## src/rtl/aes_gcm_pkg.sv

```systemverilog
// aes_gcm_pkg: shared phase encoding, block type and counter helpers for the GCM front end
package aes_gcm_pkg;
  typedef logic [0:127] block_t;
  typedef enum logic [0:2] {
    PH_BUBBLE = 3'd0,
    PH_INIT   = 3'd1,
    PH_AAD    = 3'd2,
    PH_PT     = 3'd3,
    PH_LEN    = 3'd4
  } phase_t;
  localparam logic [31:0] J0_SUFFIX = 32'h00000001;
  function automatic block_t inc32(input block_t b);
    return {b[0:95], b[96:127] + 32'd1};
  endfunction
  // Bit length rounded up to whole 128-bit blocks
  function automatic logic [31:0] blocks(input logic [0:63] bits);
    return 32'((bits + 64'd127) >> 7);
  endfunction
endpackage

```

## src/rtl/aes_gcm_issue_scheduler_if.sv

```systemverilog
// aes_gcm_issue_scheduler_if: job/data handshakes, credit return and pipeline slot outputs
interface aes_gcm_issue_scheduler_if;
  import aes_gcm_pkg::*;
  logic i_job_valid, o_job_ready;
  logic [0:95] i_job_iv;
  logic [0:63] i_job_aad_len_bits, i_job_pt_len_bits;
  logic i_data_valid, o_data_ready;
  block_t i_data;
  logic i_credit_return, o_credit_err;
  phase_t o_phase;
  block_t o_h, o_encrypted_j0, o_encrypted_cb, o_aad, o_plain_text, o_instance_size;
  modport master (
    output i_job_valid, i_job_iv, i_job_aad_len_bits, i_job_pt_len_bits, i_data_valid, i_data, i_credit_return,
    input o_job_ready, o_data_ready, o_credit_err, o_phase, o_h, o_encrypted_j0, o_encrypted_cb, o_aad,
    o_plain_text, o_instance_size
  );
  modport slave (
    input i_job_valid, i_job_iv, i_job_aad_len_bits, i_job_pt_len_bits, i_data_valid, i_data, i_credit_return,
    output o_job_ready, o_data_ready, o_credit_err, o_phase, o_h, o_encrypted_j0, o_encrypted_cb, o_aad,
    o_plain_text, o_instance_size
  );
endinterface

```

## src/rtl/aes_gcm_credit_counter.sv

```systemverilog
// aes_gcm_credit_counter: result-buffer credits, saturating at CREDITS with a sticky overflow flag
module aes_gcm_credit_counter #(
  parameter int CREDITS = 16
) (
  input  logic clk,
  input  logic rst_n,
  input  logic consume,
  input  logic credit_return,
  output logic [$clog2(CREDITS+1)-1:0] count,
  output logic nonzero,
  output logic err
);
  localparam int W = $clog2(CREDITS + 1);
  localparam logic [W-1:0] MAX = W'(CREDITS);
  logic full;
  assign full = count == MAX;
  assign nonzero = count != '0;
  always_ff @(posedge clk) begin
    if (!rst_n) begin
      count <= MAX;
      err <= 1'b0;
    end else begin
      if (consume && !credit_return) count <= count - W'(1);
      else if (credit_return && !consume && !full) count <= count + W'(1);
      if (credit_return && !consume && full) err <= 1'b1;
    end
  end
endmodule

```

## src/rtl/aes_gcm_issue_scheduler.sv

```systemverilog
// aes_gcm_issue_scheduler: sequences INIT/AAD/PT/LEN slots into the GCM pipeline under credit control
module aes_gcm_issue_scheduler
  import aes_gcm_pkg::*;
#(
  parameter int CREDITS = 16
) (
  input logic clk,
  input logic i_rst_n,
  aes_gcm_issue_scheduler_if.slave bus
);
  typedef enum logic [2:0] {S_IDLE, S_INIT, S_AAD, S_PT, S_LEN} state_t;
  state_t state, state_nx;
  block_t j0, cb;
  logic [31:0] aad_cnt, pt_cnt;
  logic [0:63] aad_len, pt_len;
  logic credit_ok, issue, job_hs;
  logic [$clog2(CREDITS+1)-1:0] credit_count;
  phase_t phase_nx;
  aes_gcm_credit_counter #(.CREDITS(CREDITS)) u_credit (
    .clk(clk),
    .rst_n(i_rst_n),
    .consume(issue),
    .credit_return(bus.i_credit_return),
    .count(credit_count),
    .nonzero(credit_ok),
    .err(bus.o_credit_err)
  );
  assign job_hs = state == S_IDLE && bus.i_job_valid;
  assign bus.o_job_ready = state == S_IDLE;
  assign bus.o_data_ready = (state == S_AAD || state == S_PT) && credit_ok;
  assign bus.o_h = '0;
  always_comb begin
    state_nx = state;
    issue = 1'b0;
    case (state)
      S_IDLE: state_nx = bus.i_job_valid ? S_INIT : S_IDLE;
      S_INIT: begin
        issue = credit_ok;
        state_nx = !issue ? S_INIT : aad_cnt != 0 ? S_AAD : pt_cnt != 0 ? S_PT : S_LEN;
      end
      S_AAD: begin
        issue = credit_ok && bus.i_data_valid;
        state_nx = issue && aad_cnt == 32'd1 ? (pt_cnt != 0 ? S_PT : S_LEN) : S_AAD;
      end
      S_PT: begin
        issue = credit_ok && bus.i_data_valid;
        state_nx = issue && pt_cnt == 32'd1 ? S_LEN : S_PT;
      end
      S_LEN: begin
        issue = credit_ok;
        state_nx = issue ? S_IDLE : S_LEN;
      end
      default: state_nx = S_IDLE;
    endcase
  end
  assign phase_nx = !issue ? PH_BUBBLE : state == S_INIT ? PH_INIT : state == S_AAD ? PH_AAD :
                    state == S_PT ? PH_PT : PH_LEN;
  always_ff @(posedge clk) begin
    if (!i_rst_n) begin
      state <= S_IDLE;
      j0 <= '0;
      cb <= '0;
      aad_cnt <= '0;
      pt_cnt <= '0;
      aad_len <= '0;
      pt_len <= '0;
      bus.o_phase <= PH_BUBBLE;
      bus.o_encrypted_j0 <= '0;
      bus.o_encrypted_cb <= '0;
      bus.o_aad <= '0;
      bus.o_plain_text <= '0;
      bus.o_instance_size <= '0;
    end else begin
      state <= state_nx;
      if (job_hs) begin
        j0 <= {bus.i_job_iv, J0_SUFFIX};
        cb <= inc32({bus.i_job_iv, J0_SUFFIX});
        aad_cnt <= blocks(bus.i_job_aad_len_bits);
        pt_cnt <= blocks(bus.i_job_pt_len_bits);
        aad_len <= bus.i_job_aad_len_bits;
        pt_len <= bus.i_job_pt_len_bits;
      end
      if (phase_nx == PH_AAD) aad_cnt <= aad_cnt - 32'd1;
      if (phase_nx == PH_PT) begin
        pt_cnt <= pt_cnt - 32'd1;
        cb <= inc32(cb);
      end
      bus.o_phase <= phase_nx;
      bus.o_encrypted_j0 <= phase_nx == PH_INIT ? j0 : '0;
      bus.o_encrypted_cb <= phase_nx == PH_PT ? cb : '0;
      bus.o_aad <= phase_nx == PH_AAD ? bus.i_data : '0;
      bus.o_plain_text <= phase_nx == PH_PT ? bus.i_data : '0;
      bus.o_instance_size <= phase_nx == PH_LEN ? {aad_len, pt_len} : '0;
    end
  end
endmodule
```

## src/flat_wrapper.sv

```systemverilog
// flat-port wrapper written by rule: the top's interface ports become plain ports
module aes_gcm_issue_scheduler_flat import aes_gcm_pkg::*;
#(
  parameter int CREDITS = 16
)
  (clk, i_rst_n, bus_i_job_valid, bus_i_job_iv, bus_i_job_aad_len_bits, bus_i_job_pt_len_bits, bus_i_data_valid, bus_i_data, bus_i_credit_return, bus_o_job_ready, bus_o_data_ready, bus_o_credit_err, bus_o_phase, bus_o_h, bus_o_encrypted_j0, bus_o_encrypted_cb, bus_o_aad, bus_o_plain_text, bus_o_instance_size);
  aes_gcm_issue_scheduler_if bus_i ();
  input logic clk;
  input logic i_rst_n;
  input wire logic [$bits(bus_i.i_job_valid)-1:0] bus_i_job_valid;
  input wire logic [$bits(bus_i.i_job_iv)-1:0] bus_i_job_iv;
  input wire logic [$bits(bus_i.i_job_aad_len_bits)-1:0] bus_i_job_aad_len_bits;
  input wire logic [$bits(bus_i.i_job_pt_len_bits)-1:0] bus_i_job_pt_len_bits;
  input wire logic [$bits(bus_i.i_data_valid)-1:0] bus_i_data_valid;
  input wire logic [$bits(bus_i.i_data)-1:0] bus_i_data;
  input wire logic [$bits(bus_i.i_credit_return)-1:0] bus_i_credit_return;
  output wire logic [$bits(bus_i.o_job_ready)-1:0] bus_o_job_ready;
  output wire logic [$bits(bus_i.o_data_ready)-1:0] bus_o_data_ready;
  output wire logic [$bits(bus_i.o_credit_err)-1:0] bus_o_credit_err;
  output wire logic [$bits(bus_i.o_phase)-1:0] bus_o_phase;
  output wire logic [$bits(bus_i.o_h)-1:0] bus_o_h;
  output wire logic [$bits(bus_i.o_encrypted_j0)-1:0] bus_o_encrypted_j0;
  output wire logic [$bits(bus_i.o_encrypted_cb)-1:0] bus_o_encrypted_cb;
  output wire logic [$bits(bus_i.o_aad)-1:0] bus_o_aad;
  output wire logic [$bits(bus_i.o_plain_text)-1:0] bus_o_plain_text;
  output wire logic [$bits(bus_i.o_instance_size)-1:0] bus_o_instance_size;
  assign bus_i.i_job_valid = bus_i_job_valid;
  assign bus_i.i_job_iv = bus_i_job_iv;
  assign bus_i.i_job_aad_len_bits = bus_i_job_aad_len_bits;
  assign bus_i.i_job_pt_len_bits = bus_i_job_pt_len_bits;
  assign bus_i.i_data_valid = bus_i_data_valid;
  assign bus_i.i_data = bus_i_data;
  assign bus_i.i_credit_return = bus_i_credit_return;
  assign bus_o_job_ready = bus_i.o_job_ready;
  assign bus_o_data_ready = bus_i.o_data_ready;
  assign bus_o_credit_err = bus_i.o_credit_err;
  assign bus_o_phase = bus_i.o_phase;
  assign bus_o_h = bus_i.o_h;
  assign bus_o_encrypted_j0 = bus_i.o_encrypted_j0;
  assign bus_o_encrypted_cb = bus_i.o_encrypted_cb;
  assign bus_o_aad = bus_i.o_aad;
  assign bus_o_plain_text = bus_i.o_plain_text;
  assign bus_o_instance_size = bus_i.o_instance_size;
  aes_gcm_issue_scheduler #(.CREDITS(CREDITS)) u_core (.clk(clk), .i_rst_n(i_rst_n), .bus(bus_i));
endmodule
```

## config.mk

```make
export PLATFORM = sky130hd
export DESIGN_NAME = aes_gcm_issue_scheduler_flat
export DESIGN_NICKNAME = d
export VERILOG_FILES = /design/src/rtl/aes_gcm_pkg.sv /design/src/rtl/aes_gcm_issue_scheduler_if.sv /design/src/rtl/aes_gcm_credit_counter.sv /design/src/rtl/aes_gcm_issue_scheduler.sv /design/src/flat_wrapper.sv
export SDC_FILE = /design/constraint.sdc
export NUM_CORES = 2
export LEC_CHECK = 0
export BUFFER_PORTS_ARGS = -buffer_cell sky130_fd_sc_hd__clkbuf_2
export CORE_AREA = 2 2 437 439
export DETAILED_ROUTE_END_ITERATION = 8
export DIE_AREA = 0 0 439 441
export GPL_ROUTABILITY_DRIVEN = 0
export RECOVER_POWER = 25
export SETUP_SLACK_MARGIN = 0.15
export SYNTH_ARGS = -nofsm -noshare
export SYNTH_HDL_FRONTEND = slang
export SYNTH_SLANG_ARGS = --single-unit
```

## constraint.sdc

```tcl
create_clock -name clk -period 2.4 [get_ports clk]
set_input_delay 0.12 -clock clk [delete_from_list [all_inputs] [get_ports clk]]
set_output_delay 0.12 -clock clk [all_outputs]
set_load 0.03 [all_outputs]
```

Word-level counts from Yosys, hierarchy flattened
Cells that the tools add are included.
{"block": "op_classes", "eq_ne": 11, "muxes": 21, "n_bitwise": 1, "n_reduce_logical": 27, "addsub": 7}
{"cell": "32-bit two-way mux", "n": 6}
{"cell": "39-bit by 7-bit adder with 39-bit output (second input constant)", "n": 2}
{"cell": "32-bit by 1-bit == test with 1-bit output (second input constant)", "n": 2}
{"cell": "32-bit nonzero test", "n": 2}
{"cell": "32-bit by 1-bit subtractor with 32-bit output (second input constant)", "n": 2}
{"cell": "32-bit by 1-bit adder with 32-bit output (second input constant)", "n": 1}
{"cell": "3-bit two-way mux", "n": 10}
{"cell": "3-bit case mux with 5 select lines", "n": 1}
{"cell": "3-bit by 2-bit == test with 1-bit output (second input constant)", "n": 4}
{"cell": "5-bit two-way mux", "n": 2}
{"cell": "2-bit AND reduction", "n": 5}
{"cell": "1-bit logical AND", "n": 9}
{"cell": "3-bit by 1-bit == test with 1-bit output (second input constant)", "n": 2}
{"cell": "3-bit == test (second input constant)", "n": 2}
{"cell": "2-bit nonzero test", "n": 3}
{"cell": "5-bit by 1-bit adder with 5-bit output (second input constant)", "n": 1}
{"cell": "5-bit == test (second input constant)", "n": 1}
{"cell": "5-bit nonzero test", "n": 1}
{"cell": "5-bit by 1-bit subtractor with 5-bit output (second input constant)", "n": 1}
{"cell": "2-bit OR reduction", "n": 2}
{"cell": "1-bit zero test", "n": 3}
{"cell": "3-bit zero test", "n": 1}
{"cell": "1-bit case mux with 2 select lines", "n": 1}
{"cell": "1-bit logical OR", "n": 1}
{"cell": "other kinds (2)", "n": 2}
{"block": "word_totals", "reg_bits": 1038, "word_cells": 83, "in_bits": 357}

Logic depth before layout (Yosys ltp)
{"block": "depth", "ltp_word": 8, "mapped_depth": 11}

Modules after synthesis
A second synthesis with hierarchy kept.
{"block": "hier_totals", "hier_cells": 3748, "area_unflattened_um2": 35825.6}
{"mod": "aes_gcm_issue_scheduler", "seq_area_each_um2": 20659.8, "area_per_inst_um2": 35372.7, "n_inst": 1, "cells_each": 3700}
{"mod": "aes_gcm_credit_counter", "seq_area_each_um2": 120.1, "area_per_inst_um2": 452.9, "n_inst": 1, "cells_each": 48}

Least setup slack after synthesis
No wires, ideal clock.
{"block": "synth_path", "path_type": "flip-flop to flip-flop", "from": "register u_core.state[2]", "to": "register u_core.u_credit.count[4]", "arrival_ns": 2.287, "path_slack_ns": 0.031, "stages_incl_launch_ff": 12, "path_buffers": 1, "required_time_ns": 2.318, "period_less_slack_ns": 2.369, "cell_sequence": "dfxtp_1 > clkbuf_1 > nor3b_1 > o21bai_1 > nand3b_1 > inv_1 > ha_1 > nor2b_1 > o21ai_0 > nand2b_1 > or3_1 > o2111ai_1"}
{"block": "synth_between", "elab_chain_len": 7}
{"item": "start: declaration", "line": "aes_gcm_issue_scheduler.sv:12", "text": "state_t state, state_nx;"}
{"item": "start signal: assignment", "line": "aes_gcm_issue_scheduler.sv:74", "text": "state <= state_nx;"}
{"item": "3-bit == test, or another cell as far along", "line": "aes_gcm_issue_scheduler.sv:35", "text": "case (state)"}
{"item": "2-bit OR reduction (no source line)"}
{"item": "1-bit case mux with 2 select lines (*)", "line": "aes_gcm_issue_scheduler.sv:35"}
{"item": "1-bit zero test"}
{"item": "1-bit logical AND (2 in series)", "line": "aes_gcm_credit_counter.sv:24", "text": "else if (credit_return && !consume && !full) count <= count + W'(1);"}
{"item": "2-bit nonzero test (no source line)"}
{"item": "end signal: assignment", "line": "aes_gcm_credit_counter.sv:23", "text": "if (consume && !credit_return) count <= count - W'(1);"}
{"item": "end signal: assignment", "line": "aes_gcm_credit_counter.sv:24"}
{"item": "end: declaration", "line": "aes_gcm_credit_counter.sv:9", "text": "output logic [$clog2(CREDITS+1)-1:0] count,"}
Every way passes the cells marked *; elsewhere a longest branch is shown, timed or not.
A chain may end at the register's enable or synchronous reset.

Worst setup path in the final report
{"block": "layout_path", "from": "register u_core.aad_cnt[12]", "to": "register u_core.state[0]"}
{"block": "layout_between", "elab_chain_len": 4}
{"item": "start: declaration", "line": "aes_gcm_issue_scheduler.sv:14", "text": "logic [31:0] aad_cnt, pt_cnt;"}
{"item": "start signal: assignment", "line": "aes_gcm_issue_scheduler.sv:78", "text": "aad_cnt <= blocks(bus.i_job_aad_len_bits);"}
{"item": "start signal: assignment", "line": "aes_gcm_issue_scheduler.sv:83", "text": "if (phase_nx == PH_AAD) aad_cnt <= aad_cnt - 32'd1;"}
{"item": "32-bit by 1-bit == test with 1-bit output or 32-bit nonzero test (tied branches)", "line": "aes_gcm_issue_scheduler.sv:43, aes_gcm_issue_scheduler.sv:39"}
{"item": "1-bit logical AND or 3-bit two-way mux (tied branches)", "line": "aes_gcm_issue_scheduler.sv:43, aes_gcm_issue_scheduler.sv:39"}
{"item": "3-bit two-way mux (on tied branches)", "line": "aes_gcm_issue_scheduler.sv:43, aes_gcm_issue_scheduler.sv:39"}
{"item": "3-bit case mux with 5 select lines (*)", "line": "aes_gcm_issue_scheduler.sv:35"}
Marked as above.

==> metrics <==
failing checks antenna violations; largest cells by area after synthesis dfxtp_1, and3_1, nand2_1; area of the core 0.189 mm²; Distinct cells, synth 80; first-pass GRT wire length 200 mm; Reg2Reg Launch Point u_core.aad_cnt[12]; most frequent cells in the layout dfxtp_1, nand2_1, clkbuf_2; grt ovf 0; EDFF count, synth 0; Filler cells 20100; H-tree Lvls 3; first-pass iteration count of the detailed router 5; initial core utilization 18.8%; PwrDens 877 mW/mm²; Die Wd 439 µm; initial antenna violation count 21; minimum clock period 2.36 ns; Yosys Warn Count 0; WL met2 74.8 mm; WP data arrival 3.03 ns; DR WL/cell 18.9 µm; Worst VDD drop 0.636 mV; hold path startpoint bus_i_data[4]; vias per std cell 4.13; Initial DRC Count 1921; Max clock buf depth 3; area share of the leading cell type in the synthesized netlist 58.4%; area delta synth->final 44.3%; Hold Crit Depth 3; worst min path class in -> reg; Static Leakage 22.0 nW; Die H 441 µm; Final #Nets 5458; Most used DFF post-synth dfxtp_1; Critical Path RT 3.08 ns; MaxCap Viol Count 0; Post-Synthesis Cell Area 0.0356 mm²; endpoints failing hold 0; final setup margin 0.0435 ns; final instance area 0.0513 mm²; Tot GR Track Use 13.9%; vias in the first global route 30100; Worst setup EP type flip-flop; row count 160; final worst-path cycle share 98.2%; CTS root buffer clkbuf_16; Avg Cell Area, Syn 9.54 µm²; worst r2r dst u_core.state[0]; share of layout cells above drive strength 1 19.7%; Antenna Nets Post-Route 1; largest net degree at the start of global routing 165; final max-slew violation count 0; Top Metal Used met4; clk sinks 1038; internal reg-to-reg setup slack 0.04 ns; clk_lat worst skew 0.76 ns; CTS tree done; area leader, netlist dfxtp_1; setup violators final 0; CTS Buf Count 112; Hold Path Sink u_core.bus.o_aad[4]; hpwl dp 105 mm; routed vias 31900; Crit Path Class reg -> reg; Worst Tran Pin Value 1.01 ns; Seq/Total Area, Yosys 58.4%; Reg2Reg Depth 6; Critical Path Start Type flip-flop; Yosys reg bits 1038; async set-reset flop share out of synthesis 0%; critical-path maximum fanout 4; Metal-1 WL 53.0 mm; Layout Utilization 27.1%; status finished, violations left; unrepaired setup endpoints after global routing yes; port buffer count 971; Final Skew 0.0552 ns; Rel. slew slack 32.7%; DP Worst Slack -0.0755 ns; DR WL met3 7.95 mm; Clock Pin Slew Worst Setup and Hold Paths 0.06 ns; fmax 424 MHz; Mapped Cells 3730; die area 0.194 mm²; most common cell after layout, fill and taps aside dfxtp_1; placed cell area 0.0436 mm²; IO Count 1131; Routed WL 146 mm; Post-route DRC 0
stage by stage:
stage | hold slack (ns) | TNS (ns) | power, mW | cells
after global placement | 0.343 | -0.299 | 25.6 | 7095
final | 0.119 | 0 | 45.0 | 7715
after detailed placement | 0.350 | -0.262 | 25.7 | 7095
after CTS | 0.0144 | -0.0223 | 45.1 | 7671
after global routing | 0.0727 | -0.0668 | 46.9 | 7706
after floorplan | 0.256 | 0 | 23.2 | 3888
per-layer routing:
layer	GRT usage [%]	vias to the layer above
met5	0	-
met4	9.50	0
met1	14.6	15100
met3	2.67	336
met2	24.9	1283
li1	-	15100
worst max-delay path by stage:
stage	cells after the start	to	slack [ns]	from
final	6	u_core.state[0]	0.04	u_core.aad_cnt[12]
after global routing	6	u_core.state[0]	-0.03	u_core.aad_cnt[12]
after floorplan	6	u_core.aad_cnt[20]	0.12	u_core.aad_cnt[17]
after CTS	6	bus_o_data_ready	-0.02	u_core.u_credit.count[1]
after detailed placement	6	u_core.pt_cnt[10]	-0.08	u_core.u_credit.count[0]
after global placement	10	u_core.u_credit.count[4]	-0.07	u_core.state[0]
critical path, stage by stage (launching register included):
cell     delay [ns]
dfxtp_2        0.34
or3_4          0.39
or4_4          0.57
buf_12         0.16
nor4_4         0.19
or4b_1         0.47
a21oi_1        0.16
Yosys cell counts (10+ instances only):
| cell | number |
|---|---|
| o31a_1 | 11 |
| nand4_1 | 33 |
| and4_1 | 16 |
| o211ai_1 | 14 |
| nor4_1 | 58 |
| or3_1 | 26 |
| nand2_1 | 611 |
| xor2_1 | 21 |
| mux2i_1 | 15 |
| and2_1 | 230 |
| o21ai_0 | 28 |
| inv_1 | 27 |
| nand3_1 | 50 |
| nor3_1 | 56 |
| and3_1 | 399 |
| nor2_1 | 58 |
| nand2b_1 | 14 |
| clkbuf_1 | 256 |
| dfxtp_1 | 1038 |
| o22ai_1 | 14 |
| a211oi_1 | 10 |
| a21oi_1 | 360 |
| xnor2_1 | 38 |
| buf_4 | 159 |
| ha_1 | 10 |
| or4_1 | 19 |
| mux2_2 | 11 |
cell type report:
cell class	instances	area (µm²)	share of cell area (%)
Clock inverter	64	888	1.73
Clock buffer	145	3090	6.01
Sequential cell	1038	20800	40.5
Inverter	28	113	0.219
Antenna cell	19	47.5	0.0926
Tap cell	2511	3140	6.12
Timing Repair Buffer	1509	9800	19.1
Multi-Input combinational cell	2401	13500	26.2
cells by family (layout without fill, tap and decap cells):
group	after synthesis	count (layout)	share of synthesized area (%)
muxes	26	26	0.770
buffers and inverters	450	1746	6.45
other	1	178	0.0105
xor gates and xnor gates	59	59	1.45
AOI/OAI and AO/OA	530	530	8.69
DFF	1038	1038	58.4
adders and majority gates	11	11	0.408
and+or+nand+nor	1615	1616	23.8
registers in the layout, indices dropped and copies added, names as in the netlist:
signal                      flops
u_core.aad_cnt                 32
u_core.aad_len                 64
u_core.bus.o_aad              128
u_core.bus.o_encrypted_cb     128
u_core.bus.o_encrypted_j0      97
u_core.bus.o_instance_size    128
u_core.bus.o_phase              3
u_core.bus.o_plain_text       128
u_core.cb                     128
u_core.j0                      97
u_core.pt_cnt                  32
u_core.pt_len                  64
u_core.state                    3
u_core.u_credit.count           5
u_core.u_credit.err             1
power by group:
group	switching, mW	leakage (nW)	internal [mW]	total (mW)
sequential	0.652	8.43	18.3	18.9
clock	7.90	1.92	10.6	18.5
combinational	4.66	11.6	2.89	7.55
repair_timing:
item	in CTS	in global routing
hold buffers	358	0
gates resized for setup	22	57
hold endpoints to repair	681	0
setup endpoints to repair	87	72
buffers inserted	9	22
pin swaps	7	22
cloned	0	3
No activity file was read; power rests on OpenSTA's default activity.
